### config.mk
export PLATFORM = sky130hd
export DESIGN_NAME = div_ctrl
export DESIGN_NICKNAME = d
export VERILOG_FILES = /design/src/rtl/riscv_pkg.sv /design/src/rtl/div_step.sv /design/src/rtl/div_ctrl.sv
export SDC_FILE = /design/constraint.sdc
export NUM_CORES = 1
export LEC_CHECK = 0
export CORE_ASPECT_RATIO = 0.7
export CORE_UTILIZATION = 41
export CTS_CLUSTER_SIZE = 28
export DETAILED_ROUTE_END_ITERATION = 12
export GPL_TIMING_DRIVEN = 0
export HOLD_SLACK_MARGIN = 0.05
export SKIP_CTS_REPAIR_TIMING = 1
export SLEW_MARGIN = 25
export SYNTH_ARGS = -nofsm -noshare
export SYNTH_HDL_FRONTEND = slang
export SYNTH_SLANG_ARGS = --single-unit
### constraint.sdc
create_clock -name clk -period 16.2 [get_ports clk]
set_input_delay 3.24 -clock clk [delete_from_list [all_inputs] [get_ports clk]]
set_output_delay 3.24 -clock clk [all_outputs]
set_load 0.01 [all_outputs]
### src/rtl/riscv_pkg.sv
// Shared RV32 definitions used by the EX-stage divider controller.
// The divider fast special-case path is enabled by DIV_FAST_SPECIAL_EN (see div_ctrl).
package riscv_pkg;

  localparam int XLEN          = 32;
  localparam int DIV_CNT_WIDTH = $clog2(XLEN);

  typedef enum logic [1:0] {
    DIV_OP_DIV  = 2'b00,
    DIV_OP_DIVU = 2'b01,
    DIV_OP_REM  = 2'b10,
    DIV_OP_REMU = 2'b11
  } div_op_e;

  typedef enum logic [1:0] {
    DIV_IDLE = 2'b00,
    DIV_BUSY = 2'b01,
    DIV_DONE = 2'b10
  } div_state_e;

endpackage

### src/rtl/div_step.sv
// One restoring-division iteration: shift {rem, quo} left, trial-subtract the divisor.
module div_step #(
  parameter int W = 32
) (
  input  logic [W-1:0] rem,
  input  logic [W-1:0] quo,
  input  logic [W-1:0] divisor,
  output logic [W-1:0] rem_next,
  output logic [W-1:0] quo_next
);

  logic [W:0] shifted;
  logic [W:0] diff;

  assign shifted = {rem, quo[W-1]};
  // rem < divisor keeps the true difference inside W+1 signed bits, so bit W is the sign
  assign diff    = shifted - {1'b0, divisor};

  // Restore or keep the trial difference
  always_comb begin
    rem_next = shifted[W-1:0];
    quo_next = {quo[W-2:0], 1'b0};
    if (diff[W] == 1'b0) begin
      rem_next = diff[W-1:0];
      quo_next = {quo[W-2:0], 1'b1};
    end else begin
      rem_next = shifted[W-1:0];
      quo_next = {quo[W-2:0], 1'b0};
    end
  end

endmodule

### src/rtl/div_ctrl.sv
// Iterative radix-2 RV32M divider controller with pipeline stall generation.
// Optional DIV_FAST_SPECIAL_EN: divide-by-zero and signed overflow complete in the accept cycle.
module div_ctrl
  import riscv_pkg::*;
#(
  parameter int XLEN = 32
) (
  input  logic            clk,
  input  logic            rst,
  input  logic            start,
  input  logic            kill,
  input  logic [1:0]      op,
  input  logic [XLEN-1:0] rs1_data,
  input  logic [XLEN-1:0] rs2_data,
  output logic            ex_stall,
  output logic            result_valid,
  output logic [XLEN-1:0] result,
  output logic            busy
);

  localparam int CW = $clog2(XLEN);

  div_state_e      state;
  div_state_e      state_next;
  logic [CW-1:0]   count;
  logic [XLEN-1:0] rem;
  logic [XLEN-1:0] quo;
  logic [XLEN-1:0] divisor;
  logic [XLEN-1:0] rem_step;
  logic [XLEN-1:0] quo_step;
  logic [XLEN-1:0] fin_value;
  logic [XLEN-1:0] fast_value;
  logic [XLEN-1:0] result_reg;
  logic            neg_q;
  logic            neg_r;
  logic            want_rem;
  logic            op_signed;
  logic            accept;
  logic            fast;

  assign op_signed = (op == DIV_OP_DIV) || (op == DIV_OP_REM);

`ifdef DIV_FAST_SPECIAL_EN
  logic div_zero;
  logic overflow;

  assign div_zero = (rs2_data == {XLEN{1'b0}});
  assign overflow = op_signed && (rs1_data == {1'b1, {(XLEN-1){1'b0}}})
                    && (rs2_data == {XLEN{1'b1}});
  assign fast     = (state == DIV_IDLE) && start && !kill && (div_zero || overflow);

  // Architectural results of the two special cases
  always_comb begin
    fast_value = {XLEN{1'b0}};
    if (div_zero) begin
      fast_value = op[1] ? rs1_data : {XLEN{1'b1}};
    end else begin
      fast_value = op[1] ? {XLEN{1'b0}} : rs1_data;
    end
  end
`else
  assign fast       = 1'b0;
  assign fast_value = {XLEN{1'b0}};
`endif

  assign accept       = (state == DIV_IDLE) && start && !kill && !fast;
  assign ex_stall     = accept || (state == DIV_BUSY);
  assign busy         = (state != DIV_IDLE);
  assign result_valid = (state == DIV_DONE) || fast;
  assign result       = fast ? fast_value : result_reg;

  div_step #(.W(XLEN)) u_step (
    .rem      (rem),
    .quo      (quo),
    .divisor  (divisor),
    .rem_next (rem_step),
    .quo_next (quo_step)
  );

  // Sign fixup on the final iteration's output, captured as DONE is entered
  always_comb begin
    fin_value = {XLEN{1'b0}};
    if (want_rem) begin
      fin_value = neg_r ? -rem_step : rem_step;
    end else begin
      fin_value = neg_q ? -quo_step : quo_step;
    end
  end

  // Next-state logic; kill always returns to IDLE
  always_comb begin
    state_next = state;
    case (state)
      DIV_IDLE: begin
        if (accept) state_next = DIV_BUSY;
        else        state_next = DIV_IDLE;
      end
      DIV_BUSY: begin
        if (kill)                     state_next = DIV_IDLE;
        else if (count == {CW{1'b0}}) state_next = DIV_DONE;
        else                          state_next = DIV_BUSY;
      end
      DIV_DONE: state_next = DIV_IDLE;
      default:  state_next = DIV_IDLE;
    endcase
  end

  // State, operand latch, iteration registers and registered result
  always_ff @(posedge clk or posedge rst) begin
    if (rst) begin
      state      <= DIV_IDLE;
      count      <= {CW{1'b0}};
      rem        <= {XLEN{1'b0}};
      quo        <= {XLEN{1'b0}};
      divisor    <= {XLEN{1'b0}};
      neg_q      <= 1'b0;
      neg_r      <= 1'b0;
      want_rem   <= 1'b0;
      result_reg <= {XLEN{1'b0}};
    end else begin
      state <= state_next;
      case (state)
        DIV_IDLE: begin
          if (accept) begin
            rem      <= {XLEN{1'b0}};
            quo      <= (op_signed && rs1_data[XLEN-1]) ? -rs1_data : rs1_data;
            divisor  <= (op_signed && rs2_data[XLEN-1]) ? -rs2_data : rs2_data;
            neg_q    <= op_signed && (rs1_data[XLEN-1] ^ rs2_data[XLEN-1])
                        && (rs2_data != {XLEN{1'b0}});
            neg_r    <= op_signed && rs1_data[XLEN-1];
            want_rem <= op[1];
            count    <= CW'(XLEN - 1);
          end else if (fast) begin
            result_reg <= fast_value;
          end
        end
        DIV_BUSY: begin
          if (!kill) begin
            rem <= rem_step;
            quo <= quo_step;
            if (count == {CW{1'b0}}) result_reg <= fin_value;
            else                     count      <= count - 1'b1;
          end
        end
        default: ;
      endcase
    end
  end

endmodule

After elaboration in Yosys (flattened, before gate mapping)

Index checks and enable logic that the tools add are counted.

Word-level logic and storage cells: 63
Output and inout bits: 35
Register bits after elaboration: 138
Input bits: 70

Add/sub/neg operators: 6
Bitwise operators: 2
Multiplexer cells: 21
Reductions and logical operators: 19
Equality and inequality tests: 6

Operator list:

| cell                                                                   | count |
|---|---|
| 32-bit 2-to-1 mux                                                      | 10 |
| 32-bit negation                                                        | 4 |
| 32-bit one-hot mux with 2 select lines                                 | 2 |
| 33-bit by 32-bit subtractor with 33-bit output                         | 1 |
| 32-bit nonzero test                                                    | 1 |
| 5-bit 2-to-1 mux                                                       | 3 |
| 5-bit one-hot mux with 2 select lines                                  | 1 |
| 1-bit logical AND                                                      | 6 |
| 2-bit != test (second input constant)                                  | 3 |
| 3-bit AND reduction                                                    | 2 |
| 5-bit logical NOT                                                      | 1 |
| 5-bit by 1-bit subtractor with 5-bit output (second input constant)    | 1 |
| 2-bit equality test (second input constant)                            | 2 |
| 2-bit logical NOT                                                      | 2 |
| 2-bit 2-to-1 mux                                                       | 2 |
| 2-bit one-hot mux with 2 select lines                                  | 1 |
| 4-bit AND reduction                                                    | 1 |
| 2-bit nonzero test                                                     | 2 |
| 2-bit by 1-bit equality test with 1-bit output (second input constant) | 1 |
| 1-bit logical OR                                                       | 2 |
| 1-bit 2-to-1 mux                                                       | 2 |
| 2-bit AND reduction                                                    | 1 |
| 1-bit logical NOT                                                      | 1 |
| 1-bit inverter                                                         | 1 |
| 1-bit XOR                                                              | 1 |

Logic depth before layout (Yosys ltp)

Gate-level depths: netlist of the first run.

Word-level depth: 6
Depth in mapped cells: 24
Gate-level depth less buffers: 22

Cells and area by module

From an unflattened synthesis of the first run, not the netlist that was laid out.

Cells, all modules: 1298
Area total of the unflattened synthesis: 10926.7 µm²

Modules (own cells, without submodules):

| module   | cells an instance | area an instance (µm²) | seq. area each (µm²) | times used |
|---|---|---|---|---|
| div_ctrl | 962               | 8335.5                 | 3453.3               | 1 |
| div_step | 336               | 2591.2                 | 0.0                  | 1 |

Worst setup path before layout of the first run

No wires, ideal clock.

Path type: input port to output port
Start point: input kill
End point: output ex_stall
Buffers on the path: 2
Stages: 4
Data required time: 12.960 ns
Data arrival time: 4.231 ns
Path slack: 8.729 ns
Cell sequence: or3b_2 -> clkbuf_1 -> clkbuf_1 -> nand2_1

Word-level cells in the longest chain between the ends: 3

Ends and longest elaborated chain:

| what               | RTL line       | RTL |
|---|---|---|
| start: declaration | div_ctrl.sv:11 | `input logic kill,` |
| 1-bit logical NOT  | -              |  |
| 1-bit logical AND  | div_ctrl.sv:66 | `assign accept = (state == DIV_IDLE) && start && !kill && !fast;` |
| 1-bit logical OR   | div_ctrl.sv:67 | `assign ex_stall = accept \|\| (state == DIV_BUSY);` |
| end: declaration   | div_ctrl.sv:15 | `output logic ex_stall,` |

Every way passes these cells.

Worst setup path in the final report of the first run

Same ends and word-level chain as after synthesis.

==> summary.md, run 1 <==
| Metric | Value |
|---|---|
| Status | complete, no violations |
| Initial DRC count | ~1100 |
| DR top layer | met4 |
| CP max-delay cell | or3b_2 |
| Drt first pass iters | 7 |
| Post-synth top area share | approximately 30% |
| Via count | about 11000 |
| RSZ-0062 raised after global routing | no |
| Design Power | roughly 2800 uW |
| Pin count of the biggest net entering global routing | 94 |
| Die Y | 141 um |
| CP bufs+invs | 4 |
| Register area share after synthesis | between 30 and 40% |
| Clock transition at path regs | around 70 ps |
| Synth-to-Final Area Change | 18.7% |
| Critical Path, Cell by Cell | clkdlybuf4s50_1 -> or3b_2 -> clkbuf_1 -> clkbuf_1 -> nand2_1 -> clkdlybuf4s50_1 |
| Initial Util | 42.0% |
| Global route total overflow | 0 |
| Pleak | 0.00559 uW |
| Vias per inst | just under 6 |
| Worst endpoint data arrival time | ~5500 ps |
| # nets final | around 1700 |
| # Max-Cap Violations | 0 |
| Dpl cell area | 12800 um^2 |
| Met2 wire length | 15.5 mm |
| Max H-tree Level | 4 |
| Final instance area | 13400 um^2 |
| Critical path class | in -> out |
| Pwr dens | between 200 and 250 nW/um^2 |
| Max Slew Vio Count | 0 |
| Vias in the first global route | 10634 |
| Crit Path Max Fanout | 10 |
| Antenna Nets Post-Route | 0 |
| Initial antenna violation count | 0 |
| Tot GR Track Use | 28.5% |
| Rows | 50 |
| Syn Std Cell Area | around 11000 um^2 |
| Non-Filler Instances | approximately 2000 |
| Post-synth EDFFs | 0 |
| Worst-Margin Slew | between 900 and 1000 ps |
| Top-Level Pins | 105 |
| Fraction of final layout cells with drive strength greater than 1 | under 10% |
| Family with the most delay on the worst path | buffers and inverters |
| Synthesis Warnings | 0 |
| Clock Tree Root | clkbuf_16 |
| Met1 WL | 20.3 mm |
| Max Buffers Root-to-Sink | 2 |
| Skew-Pair Late Insertion Delay | roughly 450 ps |
| Flop and latch count out of synthesis | 138 |
| Mapped Avg Cell Area | about 7.7 um^2 |
| Worst vdd ir | 0.131 mV |
| Setup TNS Final | 0 ps |
| Asr flop ratio synth | 100% |
| Input/output buffers | ~100 |
| Setup violators final | 0 |
| Distinct cells, synth | 85 |
| Drt drc | 0 |
| Critical Path RT | 12960 ps |
| First-pass GRT wire length | about 62 mm |
| Top cell type by total area after synthesis | dfrtp_1 |
| Peak Freq | approximately 0.11 GHz |
| Startpoint types | primary input |
| Final Hold Fails | 0 |
| CTS tree | built |
| HPWL after detailed placement | 31.8 mm |
| Critical path capture point type | output port |
| Core ar. | approximately 27000 um^2 |
| Die Area | around 28000 um^2 |
| Routed WL per cell | around 20 um |
| HP Class | reg -> reg |
| Post-Syn Instances | roughly 1500 |
| Clk sinks | about 140 |
| # placed instances | between 1500 and 2000 |
| Post-Syn Nets | ~1600 |
| Met3 wire length | 3.62 mm |
| Tmin final | around 8700 ps |
| Fin Clk Skew | between 10 and 15 ps |
| Total CTS buffers | 17 |
| Crit-path max cell delay | 560 ps |
| Drt total wl | slightly below 40 mm |
| Max-Slew Margin vs Limit | between 30 and 40% |
| Gpl congestion | 0.945 |
| Final Cycle Share | a little over half |
| Synth top area cells | dfrtp_1, o21ai_0, nand2_1 |
| Top FF cell, synth | dfrtp_1 |
| Antenna diodes | 0 |
| Die X | 200 um |
## power by group
group          internal (uW)  switching [uW]  total (uW)
Clock                    216             175         392
Sequential               425             112         538
Combinational            668            1220        1890
## final timing paths
path / slack [ps] / startpoint / to / depth (start not counted)
max reg2reg: 8630 / divisor[0] / result[22] / 22
min reg2reg: 470 / result[13] / result[13] / 2
min in group asynchronous: 3180 / rst / result[12] / 2
max: 7460 / kill / ex_stall / 6
min: 470 / result[13] / result[13] / 2
max in group asynchronous: 12190 / rst / divisor[11] / 3
## per-stage QoR
| step | worst slack, ps | hold slack, ps | util [%] |
|---|---|---|---|
| final | 7460 | 474 | 49.8 |
| after global routing | 7350 | 500 | 49.8 |
| after detailed placement | 7470 | 469 | 47.7 |
| after global placement | 7020 | 459 | 47.6 |
| after CTS | 7450 | 483 | 49.8 |
| after floorplan | 8730 | 446 | - |
## synthesized netlist by cell type (3+ instances only)
cell	n
mux2i_1	25
nand4_1	8
nand2_1	195
xnor2_1	62
o2111ai_1	3
o21ai_0	189
a21oi_2	3
clkbuf_1	61
buf_1	6
o31a_1	5
and2_1	7
o41ai_1	14
dfrtp_1	138
a2111o_1	3
a21o_1	16
nor3_1	34
nand3b_1	3
nor2b_1	8
nor2_1	122
o21a_1	7
nand3_1	18
a211o_1	5
o22ai_1	4
a22oi_1	6
nand2b_1	10
nor4_1	20
a21boi_0	6
buf_2	7
a32oi_1	4
and3_1	8
a2111oi_0	3
inv_1	61
or4_1	11
a211oi_1	11
ha_1	37
or3_1	18
a31oi_1	15
xor2_1	69
a22o_1	7
o31ai_1	21
mux2_2	4
o211ai_1	9
or2_2	9
a21oi_1	134
## tightest hold or removal path: cells and delay by family, from the launching register on
kind	cells	cell delay [ps]
AOI/OAI and AO/OA	1	50
DFF	1	340
and+or+nand+nor	1	40
## layout by cell type, fill, tap and decap left out, drive strengths merged, types with 8 or more instances in the layout
cell type,synthesis,routed
ha,37,37
nand3,18,18
xor2,69,69
clkbuf,62,79
nor3,34,34
nand2b,10,10
a31oi,15,15
nor2,123,123
or3,18,18
or4,11,11
nand2,196,196
o41ai,16,16
nand4,9,9
and2,8,8
nor2b,8,8
a21o,16,16
o211ai,9,9
buf,17,18
xnor2,62,62
and3,8,8
o21ai,192,192
dfrtp,138,138
inv,61,69
or2,9,9
mux2i,25,25
clkdlybuf4s50,0,104
a21oi,137,137
a211oi,13,13
o31ai,21,21
nor4,21,21
## area by class of cell
class / instances / area, um^2
Buffer: 79 / 329
Sequential cell: 138 / 3450
Multi-Input combinational cell: 1185 / 7280
Tap cell: 364 / 455
Clock inverter: 15 / 154
Clock buffer: 17 / 425
Inverter: 63 / 244
Fill cell: 2708 / 13500
Timing Repair Buffer: 105 / 1070
## kinds of logic after synthesis
| group | share of synthesized area (%) |
|---|---|
| buffers and inverters | 5.01 |
| AND/OR/NAND/NOR | 20.0 |
| XOR/XNOR | 10.2 |
| adder cells (fa/ha/maj) | 4.28 |
| multiplexers | 2.75 |
| flip-flops | 30.6 |
| AO/OA/AOI/OAI | 27.2 |
## per-layer routing
| metal | track usage, % | vias to the layer above |
|---|---|---|
| met5 | 0 | - |
| met4 | 4.86 | 0 |
| met3 | 7.86 | 23 |
| met2 | 38.4 | 404 |
| met1 | 44.7 | 5540 |
| li1 | - | 5528 |
Power figures use the tool's default switching activity.
==> run 2: changes to the inputs <==
==> constraint.sdc (replaced) <==
create_clock -name clk -period 8.52 [get_ports clk]
set_input_delay 1.704 -clock clk [delete_from_list [all_inputs] [get_ports clk]]
set_output_delay 1.704 -clock clk [all_outputs]
set_load 0.01 [all_outputs]
==> results of run 2 <==
The final DEF is identical to that of run 1. Status: complete, no violations.
Among the figures that moved: setup slack after placement 7470 ps -> 1270 ps; setup slack after layout 7460 ps -> 954 ps; start point of the critical path kill -> divisor[0]; end point of the critical path ex_stall -> result[22]; register-to-register setup slack 8630 ps -> 950 ps; total power 2820 uW -> 5370 uW; worst IR drop on VDD 0.131 mV -> 0.249 mV
